## src/rtl/phase_sequencer.sv

```systemverilog
// Instruction phase sequencer: walks phases 1..NUM_PHASES per instruction, idles at phase 0.
// Optional completed-instruction counter is built only when INSTR_COUNT_EN is defined.
module phase_sequencer #(
  parameter int NUM_PHASES = 5,
  parameter int PHASE_W    = 3,
  parameter int PC_PHASE   = 5,
  parameter int CNT_W      = 32
) (
  input  logic               clk,
  input  logic               rst,
  input  logic               exec_req,
  input  logic               hlt,
  input  logic               stall,
  input  logic               step_mode,
  output logic [PHASE_W-1:0] phase,
  output logic               executing,
  output logic               pc_e,
  output logic               instr_done,
  output logic               halted,
  output logic [CNT_W-1:0]   instr_count
);

  if ((NUM_PHASES < 2) || (NUM_PHASES > (2 ** PHASE_W) - 1)) begin : g_bad_num_phases
    $error("phase_sequencer: NUM_PHASES=%0d does not fit PHASE_W=%0d", NUM_PHASES, PHASE_W);
  end
  if ((PC_PHASE < 1) || (PC_PHASE > NUM_PHASES)) begin : g_bad_pc_phase
    $error("phase_sequencer: PC_PHASE=%0d outside 1..%0d", PC_PHASE, NUM_PHASES);
  end

  localparam logic [PHASE_W-1:0] LAST_PHASE = PHASE_W'(NUM_PHASES);
  localparam logic [PHASE_W-1:0] PC_PH      = PHASE_W'(PC_PHASE);
  localparam logic [PHASE_W-1:0] ONE_PH     = PHASE_W'(1);

  typedef enum logic {
    IDLE = 1'b0,
    RUN  = 1'b1
  } state_t;

  state_t             state_q, state_d;
  logic [PHASE_W-1:0] phase_q, phase_d;
  logic               stop_q, stop_d;
  logic               hpend_q, hpend_d;
  logic               halted_q, halted_d;

  always_ff @(posedge clk or posedge rst) begin
    if (rst) begin
      state_q  <= IDLE;
      phase_q  <= '0;
      stop_q   <= 1'b0;
      hpend_q  <= 1'b0;
      halted_q <= 1'b0;
    end else begin
      state_q  <= state_d;
      phase_q  <= phase_d;
      stop_q   <= stop_d;
      hpend_q  <= hpend_d;
      halted_q <= halted_d;
    end
  end

  // Stop requests are latched during the instruction and only honoured at its last phase.
  always_comb begin
    state_d  = state_q;
    phase_d  = phase_q;
    stop_d   = stop_q;
    hpend_d  = hpend_q;
    halted_d = halted_q;
    case (state_q)
      IDLE: begin
        if (exec_req) begin
          state_d  = RUN;
          phase_d  = ONE_PH;
          stop_d   = 1'b0;
          hpend_d  = 1'b0;
          halted_d = 1'b0;
        end else begin
          phase_d  = '0;
        end
      end
      RUN: begin
        stop_d  = stop_q | exec_req | hlt;
        hpend_d = hpend_q | hlt;
        if (stall) begin
          phase_d = phase_q;
        end else if (phase_q != LAST_PHASE) begin
          phase_d = phase_q + ONE_PH;
        end else if (stop_q | exec_req | hlt | step_mode) begin
          state_d  = IDLE;
          phase_d  = '0;
          halted_d = hpend_q | hlt;
          stop_d   = 1'b0;
          hpend_d  = 1'b0;
        end else begin
          phase_d  = ONE_PH;
          stop_d   = 1'b0;
          hpend_d  = 1'b0;
        end
      end
      default: begin
        state_d = IDLE;
        phase_d = '0;
      end
    endcase
  end

  assign phase      = phase_q;
  assign executing  = (state_q == RUN);
  assign halted     = halted_q;
  assign pc_e       = (phase_q == PC_PH) & ~stall;
  assign instr_done = (phase_q == LAST_PHASE) & ~stall;

`ifdef INSTR_COUNT_EN
  logic [CNT_W-1:0] count_q;

  always_ff @(posedge clk or posedge rst) begin
    if (rst) begin
      count_q <= '0;
    end else if (instr_done) begin
      count_q <= count_q + CNT_W'(1);
    end else begin
      count_q <= count_q;
    end
  end

  assign instr_count = count_q;
`else
  assign instr_count = '0;
`endif

endmodule

```

## config.mk

```make
export PLATFORM = sky130hd
export DESIGN_NAME = phase_sequencer
export DESIGN_NICKNAME = d
export VERILOG_FILES = /design/src/rtl/phase_sequencer.sv
export SDC_FILE = /design/constraint.sdc
export NUM_CORES = 1
export LEC_CHECK = 0
export CELL_PAD_IN_SITES_DETAIL_PLACEMENT = 0
export CELL_PAD_IN_SITES_GLOBAL_PLACEMENT = 2
export CORE_MARGIN = 2
export CORE_UTILIZATION = 17
export CTS_BUF_LIST = sky130_fd_sc_hd__clkbuf_16
export DETAILED_ROUTE_END_ITERATION = 16
export PLACE_DENSITY_LB_ADDON = 0.1
export SYNTH_ARGS = -nofsm -noshare
export SYNTH_HDL_FRONTEND = slang
export SYNTH_SLANG_ARGS = --single-unit
export TNS_END_PERCENT = 1
```

## constraint.sdc

```tcl
create_clock -name clk -period 1.45 [get_ports clk]
set_input_delay 0.435 -clock clk [delete_from_list [all_inputs] [get_ports clk]]
set_output_delay 0.435 -clock clk [all_outputs]
set_load 0.01 [all_outputs]
```

======== Yosys cells after proc, flatten, opt, wreduce, memory -nomap -nowiden ========
Cells that the tools add are included.
word-level totals
  register bits ........................... 7
  bits of input ports ..................... 6
  output and inout port bits .............. 39
  logic and storage cells ................. 41
operators by class
  add/subtract/negate cells ............... 1
  eq/ne operators ......................... 6
  multiplexer cells ....................... 21
  bitwise operators ....................... 7
  reduce and logical (&&, ||, !) cells .... 1
operators with widths
  cell                                                              count
  1-bit 2-to-1 mux                                                  14
  1-bit case mux with 2 select lines                                4
  3-bit 2-to-1 mux                                                  2
  2-bit != test (second input constant)                             3
  3-bit case mux with 2 select lines                                1
  1-bit bitwise OR                                                  4
  4-bit AND reduction                                               1
  3-bit by 1-bit adder with 3-bit output (second input constant)    1
  3-bit equality test (second input constant)                       1
  3-bit != test (second input constant)                             1
  2-bit by 1-bit != test with 1-bit output (second input constant)  1
  1-bit inverter                                                    2
  1-bit AND                                                         1

======== Longest topological paths before layout ========
Gate-level depths: netlist of the first run.
  depth after elaboration ................. 7
  mapped depth ............................ 4
  mapped depth without buffers ............ 3

======== Least setup slack after synthesis of the first run ========
Ideal clock, no wire load.
  path kind ............................... flip-flop to output port
  start ................................... register phase_q[1] (netlist: phase[1])
  end ..................................... output port pc_e
  arrival ................................. 0.914 ns
  path slack .............................. 0.101 ns
  cell stages (with the launch flop) ...... 4
  buffers on the path ..................... 1
  cell sequence ........................... dfrtp_1 > nand4bb_4 > inv_1 > buf_4
between the ends
  longest elaborated chain between the ends .. 2
RTL lines
  element                   line  source
  start: declaration        40    logic [PHASE_W-1:0] phase_q, phase_d;
  start signal: assignment  54    phase_q <= phase_d;
  3-bit equality test       n/a
  1-bit AND                 n/a
  end: declaration          17    output logic pc_e,
No other way between the ends.

======== Worst setup path after layout of the first run ========
  start ................................... register phase_q[0] (netlist: phase[0])
  end ..................................... output port instr_done
between the ends
  longest elaborated chain between the ends .. 2
RTL lines
  element              line  source
  3-bit equality test  110   assign instr_done = (phase_q == LAST_PHASE) & ~stall;
  1-bit AND            110
  end: declaration     18    output logic instr_done,
No other way between the ends.

==> results.txt, run 1 <==
largest family of logic cells by synthesized area - buffers and inverters
worst hold-check path type - input pin to async pin
drt initial violations - 7
Fin Hold WS - 0.446 ns
xor/xnor share of the synthesized area - 0%
CTS buffer count - 3
sw frac - 31.4%
layout cells sized above 1 - 27.1%
Static Leakage - 0.444 nW
placed insts - 138
async set-reset flop share out of synthesis - 100%
CTS Buffer Depth - 2
Clk pin slew, worst setup/hold paths - 0.04 ns
Internal Power - 0.972 mW
met1 Usage GRT - 6.80%
Die Height - 65.0 um
mean post-synth cell area - 8.90 um2
post-DP HPWL - 928 um
RSZ-0062 raised after global routing - yes
worst r2r src - phase[0]
# rows - 22
cell family with most CP delay - flip-flops
Die ar. - 0.00422 mm2
post-synthesis cell area - 632 um2
synthesis warning total - 0
Yosys cell types - 21
via count of the first global-routing pass - 428
multiplexer share of the synthesized area - 1.58%
Total GRT Usage - 5.91%
Final Util - 23.5%
reg2reg path depth - 6
grt met3 use - 1.74%
core area - 0.00361 mm2
Avg WL per Cell - 7.61 um
Routability Congestion - 0.596
synth cell count leaders - buf_4 (34), dfrtp_1 (7), inv_1 (5)
CP max FO - 2
slowest CP cell - dfrtp_1
initial antenna violation count - 0
Die Wd - 65.0 um
IO buf count - 12
Net Switching - 0.445 mW
Worst EP arrival - 0.99 ns
Fin. Hold Viols - 0
H-tree depth - 1
TNS Setup - 0 ns
CP bufs+invs - 3
DRT Wirelength - 1100 um
Worst setup SP type - register
status - finished clean
setup slack after layout - 0.0205 ns
first-pass GRT wire length - 1890 um
register area - 175 um2
crit path cell chain - buf_4 > nand4bb_4 > inv_2 > buf_6
Root Buffer - clkbuf_16
post-synthesis compound-gate area fraction - 12.5%
critical path class - register to primary output
fin nets - 103
Reg power frac - 24.7%
area of the multi-input gates - 305 um2
flop-to-flop setup slack - 0.07 ns
drt pass-1 iters - 2
largest net degree at the start of global routing - 12
GRT busiest layer - met2
Hold Buf Count CTS - 0
P per Cell Area - 1670 mW/mm2
Post-synth EDFFs - 0
Remaining DRCs - 0
max incr delay on CP - 0.38 ns
Critical Path RT - 1.02 ns
Logic pwr share - 43.0%
non-filler cells, final - 144
ant diodes - 0
Starting Density - 17.5%
Final Cycle Share - 98.6%
Worst R2R End - hpend_q
top post-synthesis cells by area - buf_4 (40%), dfrtp_1 (28%), nand4bb_4 (4.4%), inv_1 (3.0%), o21a_1 (2.4%)
most common cell in the netlist - buf_4
Vias per Instance - 3.21
post-route cell area - 848 um2
Worst setup EP type - primary output
Max Cap Viol - 0
Seq/Total Area, Yosys - 27.7%
final setup vio count - 0
overall power - 1.42 mW
Max Fclk - 0.700 GHz
antenna viol nets, final - 0
Synth Flop Type - dfrtp_1
DP Area - 748 um2
CTS tree - yes
post-synthesis adder-cell area fraction - 0%
fill count - 399
cell accounting for the most synthesized area - buf_4
num ports - 45
worst clock skew - 0.00500 ns
Vias - 462
Place WS - -0.691 ns
Worst VDD drop - 0.432 mV
clock network fraction of total power - 32.3%
Simple-Gate Fraction of Synth Area - 14.3%
Post-Syn Instances - 71
TritonCTS Sinks - 7
Tmin final - 1.43 ns
worst skew pair latency - 0.23 ns
Area Overhead vs Synth - 34.3%
total grt overflow - 0
#FFs+latches synth - 7
fin. max-slew vios - 0
GR Util met2 - 9.79%
top cell type's share of synthesized area - 40.4%
==> how the worst max path moves through the flow <==
| stage | startpoint | end | slack (ns) | cells after the start |
|---|---|---|---|---|
| 6_report | phase[0] | instr_done | 0.02 | 4 |
| 5_1_grt | phase[1] | instr_done | -0.01 | 3 |
| 4_1_cts | stall | instr_done | -0.05 | 4 |
| 3_5_place_dp | stall | instr_done | -0.69 | 4 |
| 3_3_place_gp | stall | pc_e | -0.68 | 4 |
| 2_1_floorplan | phase[1] | pc_e | 0.10 | 3 |
==> cells in the final DEF, fill, tap and decap left out, drive strengths merged <==
cell	synthesis	layout
a21o	1	1
a21oi	2	2
a31oi	1	1
a32o	1	1
and4bb	1	1
buf	34	14
clkbuf	0	5
clkdlybuf4s15	0	2
clkdlybuf4s50	0	2
conb	1	32
dfrtp	7	7
dlygate4sd2	0	2
dlymetal6s2s	0	2
inv	5	6
mux2i	1	1
nand2	2	2
nand2b	1	1
nand4bb	1	1
nor2	3	3
nor2b	2	2
nor4	1	1
o211ai	1	1
o21a	2	2
o21ai	2	2
o22ai	1	1
or3	1	1
==> power by group through the flow <==
stage	registers (mW)	clock network (mW)	logic [mW]
6_report	0.350	0.458	0.610
4_1_cts	0.348	0.466	0.605
5_1_grt	0.361	0.486	0.680
3_5_place_dp	0.358	0	0.612
2_1_floorplan	0.402	0	0.332
3_3_place_gp	0.359	0	0.621
==> sequential cells by signal (all words and copies together), names as in the netlist <==
signal / flops
executing: 1
phase: 3
hpend_q: 1
stop_q: 1
halted: 1
==> per-layer routing <==
metal / wire, um / vias to the layer above
li1: - / 217
met2: 531 / 25
met1: 460 / 218
met4: 23 / 0
met3: 82 / 2
met5: 0 / -
==> layout make-up <==
type,instances,area share [%]
multi-input cells,56,36.0
repair buffers,24,24.8
flip-flops and latches,7,20.6
clock buffers,3,8.85
well taps,48,7.08
inverters,5,2.21
clock inverters,1,0.442
==> cells by family after synthesis <==
group           Yosys count
mux                       1
flops                     7
buf+inv                  39
simple gates             12
other cells               1
compound gates           11
==> timing repair <==
action	4_1_cts	5_1_grt
pin swaps	1	1
gates resized for setup	19	9
setup buffers	2	0
setup endpoints to repair	10	8
Note: power is estimated with default switching activity, not from simulation.
==> run 2: changes to the inputs <==
- CORE_MARGIN: 2 -> 8
==> run 2 against run 1 <==
Effect of this change: routed wire length is 23% higher; clock skew is 0.0041 ns lower; combinational power is 7.7% lower; first-iteration DRC count is 57% higher; cell count is 2.1% lower; count of clock-buffer cells in the layout stayed put; largest cell class unchanged.
==> results.txt, run 2 (synthesis gave the netlist of run 1 again) <==
final setup vio count - 0 (unchanged)
Die Wd - 77.0 um (+18%)
P per Cell Area - 1680 mW/mm2 (+0.55%)
Vias - 440 (-4.8%)
worst hold-check path type - input pin to async pin
critical path class - register to primary output
Worst setup EP type - primary output
Routability Congestion - 0.684 (+15%)
overall power - 1.37 mW (-3.3%)
Fin Hold WS - 0.451 ns (+0.00423 ns)
Vias per Instance - 3.12 (-2.7%)
DRT Wirelength - 1340 um (+23%)
via count of the first global-routing pass - 479 (+12%)
H-tree depth - 1 (unchanged)
Remaining DRCs - 0 (unchanged)
fin. max-slew vios - 0 (unchanged)
worst skew pair latency - 0.23 ns (about the same)
initial antenna violation count - 0 (unchanged)
IO buf count - 12 (unchanged)
num ports - 45 (unchanged)
Final Cycle Share - 97.9% (-0.65 points)
drt initial violations - 11 (+4)
max FFs per register - 3 (unchanged)
Worst VDD drop - 0.328 mV (-24%)
Die Height - 77.0 um (+18%)
flop-to-flop setup slack - 0.20 ns (+0.13 ns)
Clk pin slew, worst setup/hold paths - 0.04 ns (about the same)
worst clock skew - 0.000858 ns (-0.00414 ns)
DP Area - 741 um2 (-1.0%)
sw frac - 32.1% (+0.70 points)
Avg WL per Cell - 9.53 um (+25%)
Tmin final - 1.42 ns (-0.00949 ns)
commonest cells after routing, fill and taps aside - conb_1 (32), buf_4 (9), dfrtp_1 (7)
Static Leakage - 0.430 nW (-3.2%)
Die ar. - 0.00592 mm2 (+40%)
Root Buffer - clkbuf_16
setup bufs post-CTS - 0 (-2)
CTS Buffer Depth - 2 (unchanged)
Area Overhead vs Synth - 29.1%
# rows - 22 (unchanged)
TritonCTS Sinks - 7 (unchanged)
commonest non-fill, non-tap cell in the layout - conb_1
Net Switching - 0.440 mW (-1.2%)
Worst EP arrival - 0.98 ns (about the same)
Internal Power - 0.931 mW (-4.3%)
total grt overflow - 0 (unchanged)
clock network fraction of total power - 33.3% (+1.0 points)
drt pass-1 iters - 4 (+2)
fill count - 405 (+1.5%)
antenna viol nets, final - 0 (unchanged)
CTS tree - yes
largest net degree at the start of global routing - 12 (unchanged)
Final Util - 22.6% (-0.90 points)
post-route cell area - 816 um2 (-3.8%)
CP max FO - 2 (unchanged)
Max Cap Viol - 0 (unchanged)
Logic pwr share - 41.1% (-1.9 points)
Worst setup SP type - register
status - finished clean
Max Fclk - 0.704 GHz (+0.67%)
CTS buffer count - 3 (unchanged)
core area - 0.00361 mm2 (unchanged)
RSZ-0062 raised after global routing - yes
ant diodes - 0 (unchanged)
Critical Path RT - 1.02 ns (about the same)
first-pass GRT wire length - 2300 um (+22%)
fin nets - 100 (-2.9%)
post-DP HPWL - 1160 um (+25%)
Total GRT Usage - 4.87% (-1.0 points)
Starting Density - 17.5% (unchanged)
Reg power frac - 25.6% (+0.9 points)
layout cells sized above 1 - 24.7% (-2.4 points)
Fin. Hold Viols - 0 (unchanged)
Hold Buf Count CTS - 0 (unchanged)
run 2: routing by layer:
metal	track usage (%)	up-vias	wire length [um]
met1	4.45	193	466
met5	0	-	0
met3	3.03	4	188
li1	-	211	-
met2	7.56	32	645
met4	4.04	0	43
run 2: area by class of cell:
| type | count | area, um2 | share of cell area, % |
|---|---|---|---|
| well taps | 48 | 60.1 | 7.36 |
| flip-flops and latches | 7 | 175 | 21.5 |
| clock buffers | 3 | 75.1 | 9.20 |
| repair buffers | 21 | 178 | 21.8 |
| multi-input cells | 56 | 305 | 37.4 |
| inverters | 5 | 18.8 | 2.30 |
| clock inverters | 1 | 3.75 | 0.460 |
run 2: worst max-delay path, cell delays in order (launching register included):
cell and delay (ns):
dfrtp_1 0.37, nand4bb_4 0.20, inv_2 0.09, buf_6 0.10
run 2: worst paths after layout:
check / cells after the start / to / startpoint
max: 3 / instr_done / phase[1]
min: 2 / stop_q / rst
max reg2reg: 4 / hpend_q / phase[1]
min reg2reg: 1 / hpend_q / hpend_q
max in group asynchronous: 2 / phase[2] / rst
min in group clk: 1 / hpend_q / hpend_q
run 2: timing repair:
| action | 4_1_cts | 5_1_grt |
|---|---|---|
| setup endpoints to repair | 10 | 5 |
| pin swaps | 1 | 2 |
| gates cloned | 0 | 0 |
| gates resized for setup | 22 | 7 |
run 2: through the flow:
step / setup WS (ns) / std cells / setup TNS [ns]
after detailed placement: -0.759 / 137 / -3.15
after CTS: -0.0938 / 141 / -0.187
after global routing: -0.0145 / 141 / -0.0285
final: 0.0300 / 141 / 0
after global placement: -0.739 / 137 / -3.12
after floorplan: 0.101 / 102 / 0
run 2: power by group through the flow:
| stage | logic, mW | clock network, mW | registers (mW) |
|---|---|---|---|
| 6_report | 0.563 | 0.457 | 0.351 |
| 5_1_grt | 0.630 | 0.480 | 0.363 |
| 4_1_cts | 0.558 | 0.467 | 0.351 |
| 3_5_place_dp | 0.615 | 0 | 0.352 |
| 3_3_place_gp | 0.625 | 0 | 0.355 |
| 2_1_floorplan | 0.332 | 0 | 0.402 |
